<file path="src/rtl/point_catcher.sv">
// point_catcher: watches the one-hot moving-point vector and a bouncing
// active-low catch button, scores hits on the target LED, counts misses,
// holds a hit/miss indication and ends the game after MAX_MISS misses.
// fsm_state mirrors the game FSM register for observation.
module point_catcher #(
    parameter int WIDTH       = 18,
    parameter int TARGET      = 17,
    parameter int DEB_CYCLES  = 50000,
    parameter int HOLD_CYCLES = 25000000,
    parameter int MAX_MISS    = 3
) (
    input  logic             clock,
    input  logic             reset,
    input  logic             catch_n,
    input  logic [WIDTH-1:0] point_in,
    output logic [4:0]       position,
    output logic             pos_valid,
    output logic             hit_led,
    output logic             miss_led,
    output logic             game_over,
    output logic [7:0]       score_bcd,
    output logic [3:0]       miss_count,
    output logic [1:0]       fsm_state
);

    localparam int DEB_W  = $clog2(DEB_CYCLES + 1);
    localparam int HOLD_W = $clog2(HOLD_CYCLES + 1);
    localparam logic [DEB_W-1:0]  DEB_LAST  = DEB_W'(DEB_CYCLES - 1);
    localparam logic [HOLD_W-1:0] HOLD_LAST = HOLD_W'(HOLD_CYCLES - 1);
    localparam logic [4:0]        TGT       = 5'(TARGET);
    localparam logic [3:0]        MISS_END  = 4'(MAX_MISS);

    typedef enum logic [1:0] {PLAY, SHOW_HIT, SHOW_MISS, GAME_OVER} state_t;

    logic [WIDTH-1:0]  p_s1_q, p_s2_q;
    logic              c_s1_q, c_s2_q;
    logic [4:0]        position_q, position_d;
    logic              pos_valid_q, pos_valid_d;
    logic [4:0]        idx_d;

    // Debounced level: 1 = released, 0 = pressed. armed_q stays low after
    // reset until the button has been seen stably released, so a press held
    // through reset cannot produce a pulse.
    logic              deb_level_q, deb_level_d;
    logic [DEB_W-1:0]  deb_cnt_q, deb_cnt_d;
    logic              armed_q, armed_d;
    logic              press_q, press_d;

    state_t            state_q;
    logic [HOLD_W-1:0] hold_q;
    logic [7:0]        score_q;
    logic [3:0]        miss_q;
    logic              hit_led_q, miss_led_q, game_over_q;

    function automatic logic [7:0] bcd_inc(input logic [7:0] s);
        if (s == 8'h99)        return s;
        if (s[3:0] == 4'd9)    return {s[7:4] + 4'd1, 4'd0};
        return {s[7:4], s[3:0] + 4'd1};
    endfunction

    // Two-flop synchronizers for the point vector and the button.
    always_ff @(posedge clock or negedge reset) begin
        if (!reset) begin
            p_s1_q <= '0;
            p_s2_q <= '0;
            c_s1_q <= 1'b1;
            c_s2_q <= 1'b1;
        end else begin
            p_s1_q <= point_in;
            p_s2_q <= p_s1_q;
            c_s1_q <= catch_n;
            c_s2_q <= c_s1_q;
        end
    end

    // Decode the synchronized point; position holds when not one-hot.
    always_comb begin
        idx_d = '0;
        for (int i = 0; i < WIDTH; i++) begin
            if (p_s2_q[i]) idx_d = 5'(i);
        end
        pos_valid_d = $onehot(p_s2_q);
        position_d  = pos_valid_d ? idx_d : position_q;
    end

    // Debounce next-state: level flips after DEB_CYCLES disagreeing cycles.
    always_comb begin
        deb_cnt_d   = '0;
        deb_level_d = deb_level_q;
        armed_d     = armed_q;
        press_d     = 1'b0;
        if (!armed_q) begin
            if (c_s2_q) begin
                if (deb_cnt_q == DEB_LAST) armed_d = 1'b1;
                else                       deb_cnt_d = deb_cnt_q + 1'b1;
            end
        end else if (c_s2_q != deb_level_q) begin
            if (deb_cnt_q == DEB_LAST) begin
                deb_level_d = c_s2_q;
                press_d     = ~c_s2_q;
            end else begin
                deb_cnt_d = deb_cnt_q + 1'b1;
            end
        end
    end

    // Decode and debounce registers.
    always_ff @(posedge clock or negedge reset) begin
        if (!reset) begin
            position_q  <= '0;
            pos_valid_q <= 1'b0;
            deb_level_q <= 1'b1;
            deb_cnt_q   <= '0;
            armed_q     <= 1'b0;
            press_q     <= 1'b0;
        end else begin
            position_q  <= position_d;
            pos_valid_q <= pos_valid_d;
            deb_level_q <= deb_level_d;
            deb_cnt_q   <= deb_cnt_d;
            armed_q     <= armed_d;
            press_q     <= press_d;
        end
    end

    // Game FSM with registered LEDs, score and miss counter.
    always_ff @(posedge clock or negedge reset) begin
        if (!reset) begin
            state_q     <= PLAY;
            hold_q      <= '0;
            score_q     <= 8'h00;
            miss_q      <= 4'd0;
            hit_led_q   <= 1'b0;
            miss_led_q  <= 1'b0;
            game_over_q <= 1'b0;
        end else begin
            case (state_q)
                PLAY: begin
                    if (press_q) begin
                        if (pos_valid_q && position_q == TGT) begin
                            score_q   <= bcd_inc(score_q);
                            hold_q    <= HOLD_LAST;
                            hit_led_q <= 1'b1;
                            state_q   <= SHOW_HIT;
                        end else begin
                            miss_q     <= miss_q + 4'd1;
                            miss_led_q <= 1'b1;
                            if (miss_q + 4'd1 == MISS_END) begin
                                game_over_q <= 1'b1;
                                state_q     <= GAME_OVER;
                            end else begin
                                hold_q  <= HOLD_LAST;
                                state_q <= SHOW_MISS;
                            end
                        end
                    end
                end
                SHOW_HIT, SHOW_MISS: begin
                    if (hold_q == '0) begin
                        hit_led_q  <= 1'b0;
                        miss_led_q <= 1'b0;
                        state_q    <= PLAY;
                    end else begin
                        hold_q <= hold_q - 1'b1;
                    end
                end
                GAME_OVER: begin
                    if (press_q) begin
                        score_q     <= 8'h00;
                        miss_q      <= 4'd0;
                        hit_led_q   <= 1'b0;
                        miss_led_q  <= 1'b0;
                        game_over_q <= 1'b0;
                        state_q     <= PLAY;
                    end
                end
                default: state_q <= PLAY;
            endcase
        end
    end

    assign position   = position_q;
    assign pos_valid  = pos_valid_q;
    assign hit_led    = hit_led_q;
    assign miss_led   = miss_led_q;
    assign game_over  = game_over_q;
    assign score_bcd  = score_q;
    assign miss_count = miss_q;
    assign fsm_state  = state_q;

endmodule
</file>
<file path="config.mk">
export PLATFORM = sky130hd
export DESIGN_NAME = point_catcher
export DESIGN_NICKNAME = d
export VERILOG_FILES = /design/src/rtl/point_catcher.sv
export SDC_FILE = /design/constraint.sdc
export NUM_CORES = 1
export LEC_CHECK = 0
export ABC_AREA = 1
export CELL_PAD_IN_SITES_DETAIL_PLACEMENT = 0
export CELL_PAD_IN_SITES_GLOBAL_PLACEMENT = 1
export CORE_ASPECT_RATIO = 1.4
export CORE_MARGIN = 4
export CORE_UTILIZATION = 31
export DETAILED_ROUTE_END_ITERATION = 8
export DONT_BUFFER_PORTS = 1
export MAX_ROUTING_LAYER = met4
export PLACE_DENSITY = 0.59
export RECOVER_POWER = 50
export SETUP_SLACK_MARGIN = 0.3
export SLEW_MARGIN = 20
export SYNTH_ARGS = -nofsm -noshare
export SYNTH_HDL_FRONTEND = slang
export SYNTH_SLANG_ARGS = --single-unit
</file>
<file path="constraint.sdc">
create_clock -name clock -period 8.75 [get_ports clock]
set_input_delay 1.3125 -clock clock [delete_from_list [all_inputs] [get_ports clock]]
set_output_delay 1.3125 -clock clock [all_outputs]
set_load 0.005 [all_outputs]
</file>
==> results.ini, run 1 <==
[logic_synthesis]
synth.net_count=617
ys_seq_area_share_pct=51.2
ys_warn_count=0
synth_area_leaders=dfrtp_1, nand2_1, inv_1
synth_cells=566
synth-seq-cells=105
yosysTopAreaCell=dfrtp_1
ys_async_sr_fraction_pct=100
avgSynthCellArea_um2=9.08
synth_fa_ha_area_share_pct=9.06
synth_top_family_by_area=simple AND/OR/NAND/NOR gates
synthSimpleGateAreaFrac_pct=22.3
yosysUniqueCellTypes=44
synth_compound_area_share_pct=8.38
syn-cell-area_um2=5140
synth_top_area_share_pct=49.7
synth_mux_area_share_pct=0.390
synth-main-ff-cell=dfrtp_1
synth-edff-count=0
synth_xor_area_share_pct=1.36

[floorplan]
num_rows=55
fp.dieW_um=117
coreArea_um2=16200
die_height_um=160
io_pins=44
start_util_pct=31.6
die-area_um2=18700

[clock_network]
clockRootBuffer=clkbuf_16
cts_tree=built
cts.sinks=105
numCtsBuffers=9
cts_hold_buf=0
clock_latency_ps=340
clk_pin_slew_ps=70
postCtsSetupRepairBufs=0
cts.htree.levels=3
clockBufferDepth=2
cts-resized-gates=0

[timing]
period_minus_slack_ps=4830
period_share_pct=55.1
tightestPinTransition_ps=498
setup_viol=0
fin_setup_tns_ps=0
rsz0062_at_grt=no
finalMaxSlewViolations=0
clock.fmax_mhz=207
worst_slack_ps=3920
hold_viol_final=0
maxSlewHeadroom_pct=66.5
finClkSkew_ps=4.93

[worst_setup_path]
startpoint_type=register
path_class=reg -> reg
arrival_ps=5060
crit_required_ps=8990
cp_max_fo=4
end_kind=register

[run]
max_cap_viol_count=0

[grt]
antenna_found_initial=0
grt_pass1_wl_um=18200
overflow=0
grt_max_degree=106
first_global_vias=3766
globalRouteTotalUtil_pct=12.7

[routing]
drt_wl_total_um=10900
drcViolationCount=0
vias=3625
dr.pass1.iters=4
viasPerCell=4.66
final_antenna_net_count=0
wl_per_cell_um=14.0
first_iter_violations=215

[place]
place_area_um2=5350
portBuffers=0
gp_congestion=0.844
pre_cts_ws_ps=3990
placed_cells=762
place_hpwl_um=8260

[min_path]
hold_class=reg -> reg

[layout]
fin_cells=778
num-fill-cells=1699
drive_gt1_share_pct=7.60
syn_to_final_growth_pct=9.96
design_area_um2=5650
fin_nets=625
antenna-diode-count=0

[run_status]
outcome=complete, no violations

[power]
p_per_area_nw_per_um2=193
power.total_mw=1.09
p_leak_nw=2.85
ir_drop_mv=0.0878

per-layer routing:
metal / part of all wire, % / GRT usage, % / up-vias
met2: 55 / 22.2 / 46
met5: 0 / - / -
li1: - / - / 1835
met1: 41 / 14.4 / 1735
met3: 2.9 / 2.41 / 9
met4: 1.4 / 4.07 / 0
through the flow:
step,utilization [%],hold slack [ps]
finish,34.8,351
global route,34.8,356
CTS,34.8,353
detailed placement,32.9,335
global placement,32.9,333
floorplan,-,331
critical path, stage by stage (launching register included):
cell and delay [ps]:
dfrtp_1 420, fa_1 550, inv_1 50, fa_1 470
inv_1 50, fa_1 470, inv_1 50, fa_1 450
fa_1 490, inv_1 40, ha_1 200, fa_1 450
nor3b_1 320, nand3_1 150, nor3_1 340, o21bai_1 170
inv_1 50
cell usage in the layout (no fill, tap or decap), types with 2 or more instances in the layout:
cell	count
xor2_1	6
inv_1	85
mux2i_1	2
nor3_1	16
nor2_2	8
a31oi_1	3
nor2_1	73
nor3b_1	3
nor4_1	2
a21oi_1	17
o21ai_0	29
a21oi_2	2
inv_2	3
o21ai_2	4
or2_1	2
nand4_1	13
o21ai_1	7
inv_6	3
o31ai_1	2
nand3_1	29
dfstp_2	2
nand2_2	2
xnor2_1	2
clkbuf_16	9
or2_4	2
clkbuf_1	2
ha_1	18
nor2_4	2
fa_1	12
a211oi_1	3
nand2_1	98
dfrtp_1	102
final timing paths:
kind	to	slack, ps	cells past startpoint	start
worst max-delay path	position[4]	3920	16	p_s2_q[11]
worst min-delay path	p_s2_q[3]	350	0	p_s1_q[3]
worst max register to register	position[4]	3920	16	p_s2_q[11]
worst min register to register	p_s2_q[3]	350	0	p_s1_q[3]
max in group asynchronous	c_s2_q	7880	0	reset
min in group asynchronous	p_s2_q[12]	660	0	reset
power by group:
part | internal [mW] | total (mW) | leakage, nW | switching, mW
combinational | 0.0673 | 0.158 | 1.34 | 0.0911
clock | 0.228 | 0.413 | 0.147 | 0.185
sequential | 0.505 | 0.521 | 1.36 | 0.0160
total | 0.800 | 1.09 | 2.85 | 0.292
flip-flops by register name, indices dropped and copies added, names as in the netlist, 2 cells and up:
register,count
fsm_state,2
deb_cnt_q,16
hold_q,25
position,5
p_s1_q,18
p_s2_q,18
score_bcd,8
miss_count,4
Yosys cell counts (3+ instances only):
cell type,instances
dfrtp_1,102
inv_2,3
xor2_1,6
a21oi_1,17
a211oi_1,3
o21ai_0,29
ha_1,18
o21ai_2,4
a31oi_1,3
o21ai_1,7
nor2_2,8
nand3_1,29
nor3_1,16
fa_1,12
nor3b_1,3
inv_1,85
nor2_1,73
dfstp_2,3
nand2_1,98
nand4_1,13
cell families (layout without fill, tap and decap cells):
logic type                 Yosys count  after routing
and+or+nand+nor                    255            255
xor gates and xnor gates             8              8
DFF                                105            105
buffers and inverters               92            105
adders and majority gates           30             30
AOI/OAI and AO/OA                   74             74
muxes                                2              2
cell type report:
| class | count | area [um^2] | share of cell area (%) |
|---|---|---|---|
| clock buffer | 11 | 233 | 4.12 |
| sequential | 105 | 2630 | 46.6 |
| inverter | 89 | 337 | 5.96 |
| tap | 199 | 249 | 4.41 |
| multi-input combinational | 369 | 2130 | 37.7 |
| clock inverter | 5 | 67.6 | 1.20 |
(Power assumes the default switching activity.)
==> run 2, diff against run 1 <==
==> constraint.sdc (replaced) <==
create_clock -name clock -period 4.8 [get_ports clock]
set_input_delay 0.72 -clock clock [delete_from_list [all_inputs] [get_ports clock]]
set_output_delay 0.72 -clock clock [all_outputs]
set_load 0.005 [all_outputs]
==> results.ini, run 2 (same netlist as run 1, synthesis figures left out) <==
[timing]
clock.fmax_mhz=222
period_share_pct=93.9
rsz0062_at_grt=yes
tightestPinTransition_ps=508
maxSlewHeadroom_pct=65.9
holdWs_ps=61.5
finClkSkew_ps=9.34
finalMaxSlewViolations=0
hold_viol_final=0
period_minus_slack_ps=4510
worst_slack_ps=294
setup_viol=0
fin_setup_tns_ps=0

[routing]
dr.pass1.iters=4
drcViolationCount=0
wl_per_cell_um=14.0
final_antenna_net_count=0
first_iter_violations=182
viasPerCell=4.68
vias=3670
drt_wl_total_um=11000

[layout]
fin_nets=632
drive_gt1_share_pct=11.4
layout_common_cells=dfrtp_1, nand2_1, inv_1
top_register=hold_q
antenna-diode-count=0
largest_reg_flops=25
biggestRegsByFlops=hold_q x25, p_s1_q x18, p_s2_q x18
num-fill-cells=1656
mostFrequentLayoutCell=dfrtp_1
syn_to_final_growth_pct=12.7

[worst_setup_path]
arrival_ps=4740
r2r_cells=15
r2r_slack_ps=290
cp_common_cell=fa_1
startpoint_type=register
slowest_stage=fa_1
crit_required_ps=5030
end_kind=register
cpPeakStageDelay_ps=540
cp_max_fo=2
path_class=reg -> reg
path_cells=fa_1 > inv_1 > fa_1 > inv_2 > fa_1 > inv_1 > fa_1 > fa_1 > inv_1 > ha_2 > fa_2 > nor3b_2 > nand3_2 > buf_4 > a22o_1

[run]
max_cap_viol_count=0

[grt]
grt_pass1_wl_um=18200
globalRouteTotalUtil_pct=12.7
grt_max_degree=106
antenna_found_initial=0
overflow=0
first_global_vias=3819

[power]
p_per_area_nw_per_um2=379
p_leak_nw=2.90
power.total_mw=2.19
ir_drop_mv=0.164

[floorplan]
die_height_um=160
io_pins=44
num_rows=55
start_util_pct=31.6
die-area_um2=18700
coreArea_um2=16200
fp.dieW_um=117

[clock_network]
clock_latency_ps=350
cts.sinks=105
numCtsBuffers=9
cts_tree=built
clk_pin_slew_ps=80
clockBufferDepth=2
cts.htree.levels=3
clockRootBuffer=clkbuf_16

[place]
gp_congestion=0.844
place_hpwl_um=8230
portBuffers=0
pre_cts_ws_ps=18.2

[run_status]
outcome=complete, no violations

[min_path]
hold_class=in -> async

run 2: path summary, 6_finish.rpt:
path,from,end
worst max-delay path,p_s2_q[11],position[1]
worst min-delay path,reset,p_s2_q[12]
worst max register to register,p_s2_q[11],position[1]
worst min register to register,p_s1_q[2],p_s2_q[2]
max in group asynchronous,reset,deb_level_q
min in group clock,p_s1_q[2],p_s2_q[2]
run 2: repair_timing:
action | CTS | global route
endpoints found under the setup margin | 5 | 6
endpoints found under the hold margin | 0 | 0
pin swaps | 4 | 3
gates resized for setup | 6 | 10
setup buffers | 6 | 1
hold buffers | 0 | 0
run 2: through the flow:
step	cell area (um^2)	utilization, %	cells
after floorplan	5140	-	566
after global placement	5350	32.9	762
after detailed placement	5350	32.9	762
after CTS	5760	35.5	784
after global routing	5790	35.6	785
final	5790	35.6	785
run 2: area by class of cell:
type,count,area (um^2),share of cell area [%]
Inverter,89,337,5.81
Tap cell,199,249,4.30
Clock inverter,7,121,2.10
Sequential cell,105,2630,45.5
Timing Repair Buffer,7,52.6,0.908
Multi-Input combinational cell,369,2170,37.5
Clock buffer,9,225,3.89
run 2: layer usage:
layer	GRT usage (%)	share of wire, %
met1	14.1	41
met2	22.3	55
met3	2.07	2.7
met4	4.64	1.6
met5	-	0
run 2: power by group:
group          internal [mW]  total, mW  switching (mW)
clock network          0.474      0.839           0.365
registers              0.920      0.950          0.0292
logic                  0.199      0.406           0.207
run 2: critical path: cells and delay by family, from the launching register on:
kind	cells	cell delay, ps
adders and majority gates	7	3030
and+or+nand+nor	2	390
DFF	1	410
AOI/OAI and AO/OA	1	210
buffers and inverters	5	370
